$ cat src/rtl/sat_add_arbiter.sv
// sat_add_arbiter: round-robin arbiter sharing one 4-bit saturating signed adder among NREQ requesters.
// Define SAT_ADD_ARB_OVF_CNT_EN to build the saturating overflow event counter driving ovf_count.
module sat_add_arbiter #(
   parameter  int NREQ = 4,
   localparam int IDW  = $clog2(NREQ)
) (
   input  logic                clk,
   input  logic                rst_n,
   input  logic [NREQ-1:0]     req_valid,
   input  logic [4*NREQ-1:0]   req_a,
   input  logic [4*NREQ-1:0]   req_b,
   input  logic [NREQ-1:0]     req_cin,
   output logic [NREQ-1:0]     req_ready,
   output logic                rsp_valid,
   input  logic                rsp_ready,
   output logic [IDW-1:0]      rsp_id,
   output logic [3:0]          rsp_sum,
   output logic                rsp_cout,
   output logic                rsp_ovf,
   output logic [7:0]          ovf_count
);
   typedef enum logic [1:0] {ARB, EXEC, RESP} state_t;
   state_t state, state_nx;
   logic [IDW-1:0] ptr, gnt_idx, gnt_off, op_id;
   logic [IDW:0] gnt_sum;
   logic [NREQ-1:0] rot;
   logic [3:0] a_arr [NREQ];
   logic [3:0] b_arr [NREQ];
   logic [3:0] op_a, op_b, sat_sum;
   logic [4:0] full;
   logic op_cin, gnt_found, grant, c3, c4, ovf;
   // Rotate requests so bit 0 is the requester at ptr; the lowest set bit is the winner.
   always_comb begin
      rot = NREQ'({req_valid, req_valid} >> ptr);
      gnt_off = '0;
      for (int k = NREQ - 1; k >= 0; k--) if (rot[k]) gnt_off = IDW'(k);
      gnt_sum = {1'b0, ptr} + {1'b0, gnt_off};
      gnt_idx = (gnt_sum >= (IDW+1)'(NREQ)) ? IDW'(gnt_sum - (IDW+1)'(NREQ)) : gnt_sum[IDW-1:0];
      for (int i = 0; i < NREQ; i++) begin
         a_arr[i] = req_a[4*i +: 4];
         b_arr[i] = req_b[4*i +: 4];
      end
   end
   assign gnt_found = |req_valid;
   assign grant     = rst_n && state == ARB && gnt_found;
   assign req_ready = grant ? {{(NREQ-1){1'b0}}, 1'b1} << gnt_idx : '0;
   assign rsp_valid = rst_n && state == RESP;
   assign full    = {1'b0, op_a} + {1'b0, op_b} + {4'b0, op_cin};
   assign c4      = full[4];
   assign c3      = full[3] ^ op_a[3] ^ op_b[3];
   assign ovf     = c3 ^ c4;
   assign sat_sum = ovf ? {op_a[3], {3{~op_a[3]}}} : full[3:0];
   always_comb begin
      state_nx = (state == ARB)  ? (gnt_found ? EXEC : ARB) :
                 (state == EXEC) ? RESP :
                 (rsp_ready ? ARB : RESP);
   end
   always_ff @(posedge clk) begin
      if (!rst_n) state <= ARB;
      else        state <= state_nx;
   end
   always_ff @(posedge clk) begin
      if (!rst_n) begin
         ptr      <= '0;
         op_id    <= '0;
         op_a     <= '0;
         op_b     <= '0;
         op_cin   <= 1'b0;
         rsp_id   <= '0;
         rsp_sum  <= '0;
         rsp_cout <= 1'b0;
         rsp_ovf  <= 1'b0;
      end else begin
         if (grant) begin
            op_id  <= gnt_idx;
            op_a   <= a_arr[gnt_idx];
            op_b   <= b_arr[gnt_idx];
            op_cin <= req_cin[gnt_idx];
            ptr    <= (gnt_idx == IDW'(NREQ - 1)) ? '0 : gnt_idx + 1'b1;
         end
         if (state == EXEC) begin
            rsp_id   <= op_id;
            rsp_sum  <= sat_sum;
            rsp_cout <= c4;
            rsp_ovf  <= ovf;
         end
      end
   end
`ifdef SAT_ADD_ARB_OVF_CNT_EN
   logic [7:0] cnt;
   always_ff @(posedge clk) begin
      if (!rst_n) cnt <= '0;
      else if (rsp_valid && rsp_ready && rsp_ovf && cnt != 8'hFF) cnt <= cnt + 8'd1;
   end
   assign ovf_count = cnt;
`else
   assign ovf_count = 8'h00;
`endif
endmodule

$ cat config.mk
export PLATFORM = sky130hd
export DESIGN_NAME = sat_add_arbiter
export DESIGN_NICKNAME = d
export VERILOG_FILES = /design/src/rtl/sat_add_arbiter.sv
export SDC_FILE = /design/constraint.sdc
export NUM_CORES = 1
export LEC_CHECK = 0
export CORE_UTILIZATION = 46
export DETAILED_ROUTE_END_ITERATION = 10
export MAX_ROUTING_LAYER = met4
export PLACE_DENSITY = 0.88
export REMOVE_ABC_BUFFERS = 1
export SETUP_SLACK_MARGIN = 0.5
export SYNTH_ARGS = -nofsm -noshare
export SYNTH_HDL_FRONTEND = slang
export SYNTH_SLANG_ARGS = --single-unit
$ cat constraint.sdc
create_clock -name clk -period 3.09 [get_ports clk]
set_clock_uncertainty 0.1 [all_clocks]
set_input_delay 0.4635 -clock clk [delete_from_list [all_inputs] [get_ports clk]]
set_output_delay 0.4635 -clock clk [all_outputs]
set_load 0.05 [all_outputs]
# Word-level counts from Yosys, hierarchy flattened
# Index checks and enable logic that the tools add are counted.
[totals]
ff_bits = 23
inputBits = 43
output_inout_bits = 21
wordCells = 53
[classes]
addsub = 5
order_cmp = 3
n_eq_ne = 3
shift = 2
muxes = 20
bitwise = 5
reduce_logical = 5
[op_table]
columns = ["op", "count"]
rows = [
  ["2-to-1 mux 4 bit", 6],
  ["2-to-1 mux 2 bit", 9],
  ["binary-select mux 4 bit (select 2 bit)", 2],
  [">> shifter 8 x 2 -> 4 bit", 1],
  [">= comparator 3 bit, second input constant", 2],
  ["adder 4 x 4 -> 5 bit", 1],
  ["adder 5 x 1 -> 5 bit", 1],
  ["== test 2 bit, second input constant", 2],
  ["OR reduction 4 bit", 1],
  ["left shift 1 x 2 -> 4 bit, first input constant", 1],
  ["adder 2 x 2 -> 3 bit", 1],
  ["logical AND 1 bit", 3],
  ["less-than comparator 2 x 3 -> 1 bit, second input constant", 1],
  ["NOT 2 -> 3 bit", 1],
  ["bitwise XOR 1 bit", 3],
  ["adder 2 x 1 -> 2 bit, second input constant", 1],
  ["binary-select mux 1 bit (select 2 bit)", 1],
  ["== test 2 x 1 -> 1 bit, second input constant", 1],
  ["zero test 2 bit", 1],
  ["2-to-1 mux 1 bit", 2],
  ["subtractor 2 x 1 -> 2 bit, second input constant", 1],
  ["NOT 1 bit", 1],
]

# Logic depth before layout (Yosys ltp)
# Gate-level depths: netlist of the first run.
[depth]
depth_word = 12
ltp_mapped = 12

# Worst setup path before layout of the first run
# Ideal clock, no wire load.
[synth_timing]
kind = "in2out"
start = "input port req_valid[2]"
end = "output port req_ready[0]"
arrival_time_ns = 3.148
slack_ns = -0.621
stages = 8
n_path_buf = 3
cell_sequence = "clkbuf_1 > or4_1 > o2111ai_1 > ha_1 > buf_1 > clkbuf_1 > xnor2_1 > nor3_1"
[synth_between]
elab_chain_cells = 10
elab_cells_between_ends = 13
cone_classes = "2 x add/sub; 1 x order compare; 2 x shift; 6 x mux; 2 x reduce/logical"
[synth_lines]
columns = ["element", "line_no", "text"]
rows = [
  ["start, declared", "9", "input logic [NREQ-1:0] req_valid,"],
  [">> shifter 8 x 2 -> 4 bit", "34", "rot = NREQ'({req_valid, req_valid} >> ptr);"],
  ["2-to-1 mux 2 bit (4 in series)", "36", "for (int k = NREQ - 1; k >= 0; k--) if (rot[k]) gnt_off = IDW'(k);"],
  ["adder 2 x 2 -> 3 bit", "37", "gnt_sum = {1'b0, ptr} + {1'b0, gnt_off};"],
  [">= comparator 3 bit / subtractor 2 x 1 -> 2 bit (equally long branches)", "38", "gnt_idx = (gnt_sum >= (IDW+1)'(NREQ)) ? IDW'(gnt_sum - (IDW+1)'(NREQ)) : gnt_sum[IDW-1:0];"],
  ["2-to-1 mux 2 bit", "38", ""],
  ["left shift 1 x 2 -> 4 bit", "46", "assign req_ready = grant ? {{(NREQ-1){1'b0}}, 1'b1} << gnt_idx : '0;"],
  ["2-to-1 mux 4 bit (*)", "46", ""],
  ["end, declared", "13", "output logic [NREQ-1:0] req_ready,"],
]
# Every way passes the cells marked *; elsewhere a longest branch is shown, timed or not.

# Worst setup path in the final report of the first run
[layout_timing]
start = "input port req_valid[1]"
end = "output port req_ready[3]"
# The elaborated chain is that of the path after synthesis.

==> results.json, run 1 <==
{
  "status": "finished clean",
  "whs_path_depth": 2,
  "ant_nets": 0,
  "drt_iter0_markers": 129,
  "p_leak_uw": 0.001190,
  "track_usage": 0.2168,
  "fin_util": 0.6819,
  "initial_core_util": 0.4798,
  "grt_remaining_overflow": 0,
  "rsz0062_at_grt": "yes",
  "drive_gt1_frac": 0.1605,
  "coreArea_mm2": 0.004000,
  "crit_required_ns": 2.53,
  "seq_area_um2": 464.2,
  "tightest_slew_ns": 0.7923,
  "ys_seq_area_frac": 0.2399,
  "ys_ff_latch": 23,
  "path_clk_slew_ns": 0.08,
  "avgRoutedWirePerCell_um": 13.11,
  "fin_crit_ns": 2.677,
  "clk_latency_ns": 0.27,
  "syn_area_mm2": 0.001919,
  "hp-class": "reg -> reg",
  "final_common_cell": "clkdlybuf4s50_1",
  "worstSetupEndpointType": "output port",
  "fin_crit_sh": 0.8665,
  "ios": 64,
  "multi_input_area_mm2": 0.001426,
  "regToRegEndpoint": "rsp_ovf",
  "cts_tree": "yes",
  "rows": 23,
  "numCtsBuffers": 3,
  "min_from": "op_b[2]",
  "critPathKind": "in -> out",
  "yosys_warnings": 0,
  "hold_buffers": 0,
  "avgViaCountPerCell": 5.427,
  "dr.max_layer_used": "met4",
  "grt_pass1_vias": 1712,
  "antenna_cells": 0,
  "syn_inst": 243,
  "syn_to_final_growth_pct": 42.11,
  "p_per_area_mw_per_mm2": 684.6,
  "start_kind": "input port",
  "crit_family": "buffers and inverters",
  "vias": 1894,
  "die_area_mm2": 0.004435,
  "wl_um": 4574,
  "dr_wl_met2_um": 2454,
  "reg2reg_depth": 9,
  "hold_viol": 0,
  "cap_violations": 0,
  "root_buffer": "clkbuf_8",
  "die_h_um": 66.60,
  "route.met3.wl_um": 149,
  "yosysUniqueCellTypes": 45,
  "synth-edff-count": 0,
  "globalplace.congestion": 0.8274,
  "worstPathCellList": "buf_2 -> inv_1 -> nor3_4 -> a31oi_4 -> o2111ai_4 -> ha_4 -> xnor2_4 -> ha_2 -> and2_4 -> buf_12",
  "met1Wirelength_um": 1900,
  "hold_path_end": "op_b[2]",
  "finalNetCount": 351,
  "yosys.area.top_type": "dfxtp_1",
  "cp_num_buf_inv": 3,
  "irDropWorstVdd_v": 0.0002671,
  "synth.avg_cell_area_um2": 7.899,
  "synth_area_leaders": "dfxtp_1 (24%), mux2i_1 (19%), nand2b_1 (6.5%)",
  "relSlewSlack": 0.4707,
  "slew_violations": 0,
  "slowest_stage": "xnor2_4",
  "dr.pass1.iters": 4,
  "timing.fmax_mhz": 373.5,
  "antenna_found_initial": 0,
  "fillers": 325,
  "cts_buffer_depth": 2,
  "dp_hpwl_um": 3181,
  "arrival_ns": 2.11,
  "r2r_slack_ns": 0.61,
  "grt_max_degree": 37,
  "dieWidth_um": 66.60,
  "ys.flop_type": "dfxtp_1",
  "synth_top_cell_area_share": 0.2399,
  "io_buffers": 55,
  "setup_viol": 0,
  "cts_sinks": 23,
  "power_uw": 1867,
  "critPathMaxFanout": 4,
  "h-tree-depth": 1,
  "async_reset_ff_frac": 0,
  "cpPeakStageDelay_ns": 0.22,
  "timing.rr.start": "op_a[0]",
  "grt_pass1_wl_um": 7327,
  "final_cell_mix": "clkdlybuf4s50_1 (46), mux2i_1 (36), nand2_1 (27)",
  "drc": 0
}
-- power breakdown --
group          switching [uW]  total, uW  internal [uW]
combinational             664       1230            567
clock                    99.0        190           91.3
sequential               72.1        445            373
-- cell type report --
type                       count  area share
tap                           50     0.02294
multi-input combinational    191      0.5229
clock buffer                   3     0.01514
timing repair buffer          69      0.2495
sequential                    23      0.1702
inverter                      12     0.01651
clock inverter                 1    0.002752
-- kinds of logic (layout without fill, tap and decap cells) --
| kind of cell | Yosys count | count (layout) | share of synthesized area |
|---|---|---|---|
| multiplexers | 36 | 36 | 0.1877 |
| adder cells (fa/ha/maj) | 8 | 8 | 0.05997 |
| buffers and inverters | 36 | 85 | 0.09321 |
| flip-flops | 23 | 23 | 0.2399 |
| AND/OR/NAND/NOR | 91 | 91 | 0.2393 |
| other | 1 | 8 | 0.001954 |
| XOR/XNOR | 2 | 2 | 0.009128 |
| AO/OA/AOI/OAI | 46 | 46 | 0.1688 |
-- cell usage after synthesis (all sizes together), types with 2 or more instances --
cell type and count:
a211oi 2, a21o 3, a21oi 10, a311oi 2, and2 2, and3 2, and3b 2, buf 13
clkbuf 11, dfxtp 23, fa 2, ha 6, inv 11, mux2i 36, nand2 27, nand2b 20
nand3 12, nor2 15, nor3 7, o2111ai 2, o21ai 7, o22ai 2, o31ai 11, xnor2 2
-- state kept, by name, summed over array words and instances, names as in the netlist, 2 cells and up --
register / flops
state: 2
rsp_sum: 4
ptr: 2
op_id: 2
op_a: 4
op_b: 4
rsp_id: 2
-- routing by layer --
metal,vias to the layer above,global-route usage
li1,947,-
met1,881,0.2490
met2,59,0.3889
met3,7,0.01541
met4,0,0.08511
met5,-,-
-- repair_timing --
item / 4_1_cts / 5_1_grt
pin swaps: 6 / 6
endpoints found under the setup margin: 13 / 5
buffers inserted: 2 / 2
gates resized for setup: 34 / 7
-- how the worst max path moves through the flow --
stage | start | end | slack (ns) | depth (start not counted)
floorplan | req_valid[3] | req_ready[0] | -1.06 | 5
global placement | req_valid[3] | req_ready[3] | 0.05 | 9
detailed placement | req_valid[3] | req_ready[3] | -0.14 | 9
CTS | ptr[0] | req_ready[3] | 0.41 | 7
global route | ptr[0] | req_ready[3] | 0.37 | 9
finish | req_valid[1] | req_ready[3] | 0.41 | 10
-- metrics by stage --
| stage | instances | TNS [ns] | area [um2] | hold WS [ns] | worst slack, ns |
|---|---|---|---|---|---|
| after CTS | 347 | 0 | 2690 | 0.3640 | 0.4142 |
| after floorplan | 226 | -2.703 | 1812 | 0.3275 | -1.061 |
| after global routing | 349 | 0 | 2728 | 0.4019 | 0.3718 |
| final | 349 | 0 | 2728 | 0.3777 | 0.4127 |
| after global placement | 341 | 0 | 2541 | 0.3394 | 0.05242 |
| after detailed placement | 341 | -0.2015 | 2541 | 0.3481 | -0.1352 |
-- worst reg2reg max path, stage by stage (launching register included) --
cell and delay [ns]:
dfxtp_1 0.32, inv_1 0.07, fa_1 0.19, inv_1 0.06
fa_1 0.40, and3_2 0.26, o21a_1 0.27, o211a_4 0.30
o2111ai_1 0.21, o311ai_0 0.16
(Power assumes the default switching activity.)
==> run 2, diff against run 1 <==
--- a/config.mk
+++ b/config.mk
@@ -5,6 +5,7 @@
 export SDC_FILE = /design/constraint.sdc
 export NUM_CORES = 1
 export LEC_CHECK = 0
+export CORE_MARGIN = 5
 export CORE_UTILIZATION = 46
 export DETAILED_ROUTE_END_ITERATION = 10
 export MAX_ROUTING_LAYER = met4
==> results.json, run 2 (synthesized netlist as in run 1, its figures left out) <==
{
  "netSwitchingFraction": 0.4490,
  "irDropWorstVdd_v": 0.0003271,
  "dr.pass1.iters": 5,
  "hold_viol": 0,
  "fin_cells": 351,
  "clk_latency_ns": 0.26,
  "vias": 1922,
  "coreArea_mm2": 0.004029,
  "timing.rr.start": "op_a[0]",
  "crit_cells": 10,
  "die_h_um": 74.60,
  "initial_core_util": 0.4764,
  "globalplace.congestion": 0.7799,
  "avgViaCountPerCell": 5.476,
  "numCtsBuffers": 3,
  "finalNetCount": 353,
  "cp_num_buf_inv": 3,
  "worstPathCellList": "buf_4 -> nor2_2 -> or4_4 -> o2111ai_4 -> ha_4 -> xnor2_2 -> buf_6 -> ha_4 -> and2_4 -> buf_12",
  "fin_crit_sh": 0.8610,
  "fin_util": 0.6944,
  "rows": 23,
  "final_area_mm2": 0.002798,
  "relSlewSlack": 0.4977,
  "critPathMaxFanout": 5,
  "start_kind": "input port",
  "reg2reg_depth": 9,
  "setup_viol": 0,
  "dieWidth_um": 74.60,
  "status": "finished clean",
  "cp-startpoint": "req_valid[3]",
  "p_leak_uw": 0.001217,
  "intPower_uw": 1058,
  "cap_violations": 0,
  "cpPeakStageDelay_ns": 0.52,
  "crit_required_ns": 2.53,
  "io_buffers": 55,
  "worstSetupEndpointType": "output port",
  "top_regs": "op_a x4, op_b x4, rsp_sum x4",
  "switchingPower_uw": 861.8,
  "track_usage": 0.1777,
  "antenna_found_initial": 0,
  "power.clock.fraction": 0.094,
  "path_clk_slew_ns": 0.08,
  "grt_max_degree": 37,
  "setup-tns-final_ns": 0,
  "hold_buffers": 0,
  "hp-class": "reg -> reg",
  "seqPwrFrac": 0.232,
  "r2r_slack_ns": 0.65,
  "cts_sinks": 23,
  "slew_violations": 0,
  "h-tree-depth": 1,
  "dpl-instance-area_mm2": 0.002556,
  "tightest_slew_ns": 0.7520,
  "avgRoutedWirePerCell_um": 14.07,
  "die_area_mm2": 0.005564,
  "ios": 64,
  "drc": 0,
  "fillers": 296,
  "cts_tree": "yes",
  "dp_hpwl_um": 3334,
  "root_buffer": "clkbuf_8",
  "syn_to_final_growth_pct": 45.76,
  "grt_pass1_vias": 1756,
  "rsz0062_at_grt": "yes",
  "numPlacedInstances": 343,
  "grt_pass1_wl_um": 7541,
  "drive_gt1_frac": 0.1761,
  "ant_nets": 0,
  "drt_iter0_markers": 137,
  "cts_buffer_depth": 2,
  "antenna_cells": 0,
  "critPathKind": "in -> out",
  "p_per_area_mw_per_mm2": 686.1,
  "pwr-share-comb": 0.673,
  "crit_end": "req_ready[3]",
  "final_cell_mix": "clkdlybuf4s50_1 (46), mux2i_1 (36), nand2_1 (27)",
  "crit_family": "simple AND/OR/NAND/NOR gates",
  "grt_remaining_overflow": 0,
  "timing.fmax_mhz": 375.9,
  "wl_um": 4937,
  "regToRegEndpoint": "rsp_ovf",
  "slowest_stage": "or4_4",
  "arrival_ns": 2.10,
  "final_common_cell": "clkdlybuf4s50_1",
  "fin_crit_ns": 2.661,
  "worst_path_most_repeated_cell": "ha_4"
}
-- run 2: changes by cell type in the layout (fill, tap and decap cells not counted), sizes merged --
cell,previous run,this run
clkinv,1,2
buf,22,25
clkinvlp,1,0
clkbuf,4,3
-- run 2: final cells by class --
class	count	area [um2]	area share
sequential	23	464.2	0.1659
multi-input combinational	191	1460	0.5219
tap	50	62.56	0.02236
clock buffer	3	41.29	0.01476
clock inverter	1	5.005	0.001789
timing repair buffer	71	719.4	0.2572
inverter	12	45.04	0.01610
-- run 2: worst min path at each step --
stage | startpoint | to | slack, ns | cells past startpoint
finish | op_id[0] | rsp_id[0] | 0.35 | 2
global route | rsp_id[1] | rsp_id[1] | 0.38 | 2
CTS | op_id[0] | rsp_id[0] | 0.35 | 2
detailed placement | op_id[0] | rsp_id[0] | 0.34 | 2
global placement | op_id[0] | rsp_id[0] | 0.34 | 2
floorplan | op_id[1] | rsp_id[1] | 0.33 | 2
-- run 2: layer usage --
metal  vias up  global-route usage  routed length [um]
met2        70              0.3200                2497
li1        953                   -                   -
met1       891              0.1912                2032
met3         8             0.02838                 290
met4         0             0.07510                 116
met5         -                   -                   0
-- run 2: metrics by stage --
step	hold WS, ns	worst slack [ns]	power [uW]
after floorplan	0.3275	-1.061	1255
after global placement	0.3383	0.07506	1518
after detailed placement	0.3426	-0.04222	1559
after CTS	0.3542	0.4192	1817
after global routing	0.3813	0.3878	2074
final	0.3516	0.4295	1920
-- run 2: repair_timing --
action                     CTS  global route
setup buffers                2             2
resized for setup           32            22
pin swaps                    7             8
setup endpoints to repair   13             8
-- run 2: power groups by stage --
stage | Combinational (uW) | Clock (uW) | Sequential, uW
6_report | 1290 | 181 | 446
4_1_cts | 1200 | 182 | 436
5_1_grt | 1420 | 202 | 457
3_3_place_gp | 1080 | 0 | 439
3_5_place_dp | 1110 | 0 | 445
2_1_floorplan | 766 | 0 | 489
-- run 2: tightest hold or removal path, stage by stage (launching register included) --
cell	delay [ns]
dfxtp_1	0.31
nand2_1	0.05
a21oi_1	0.05
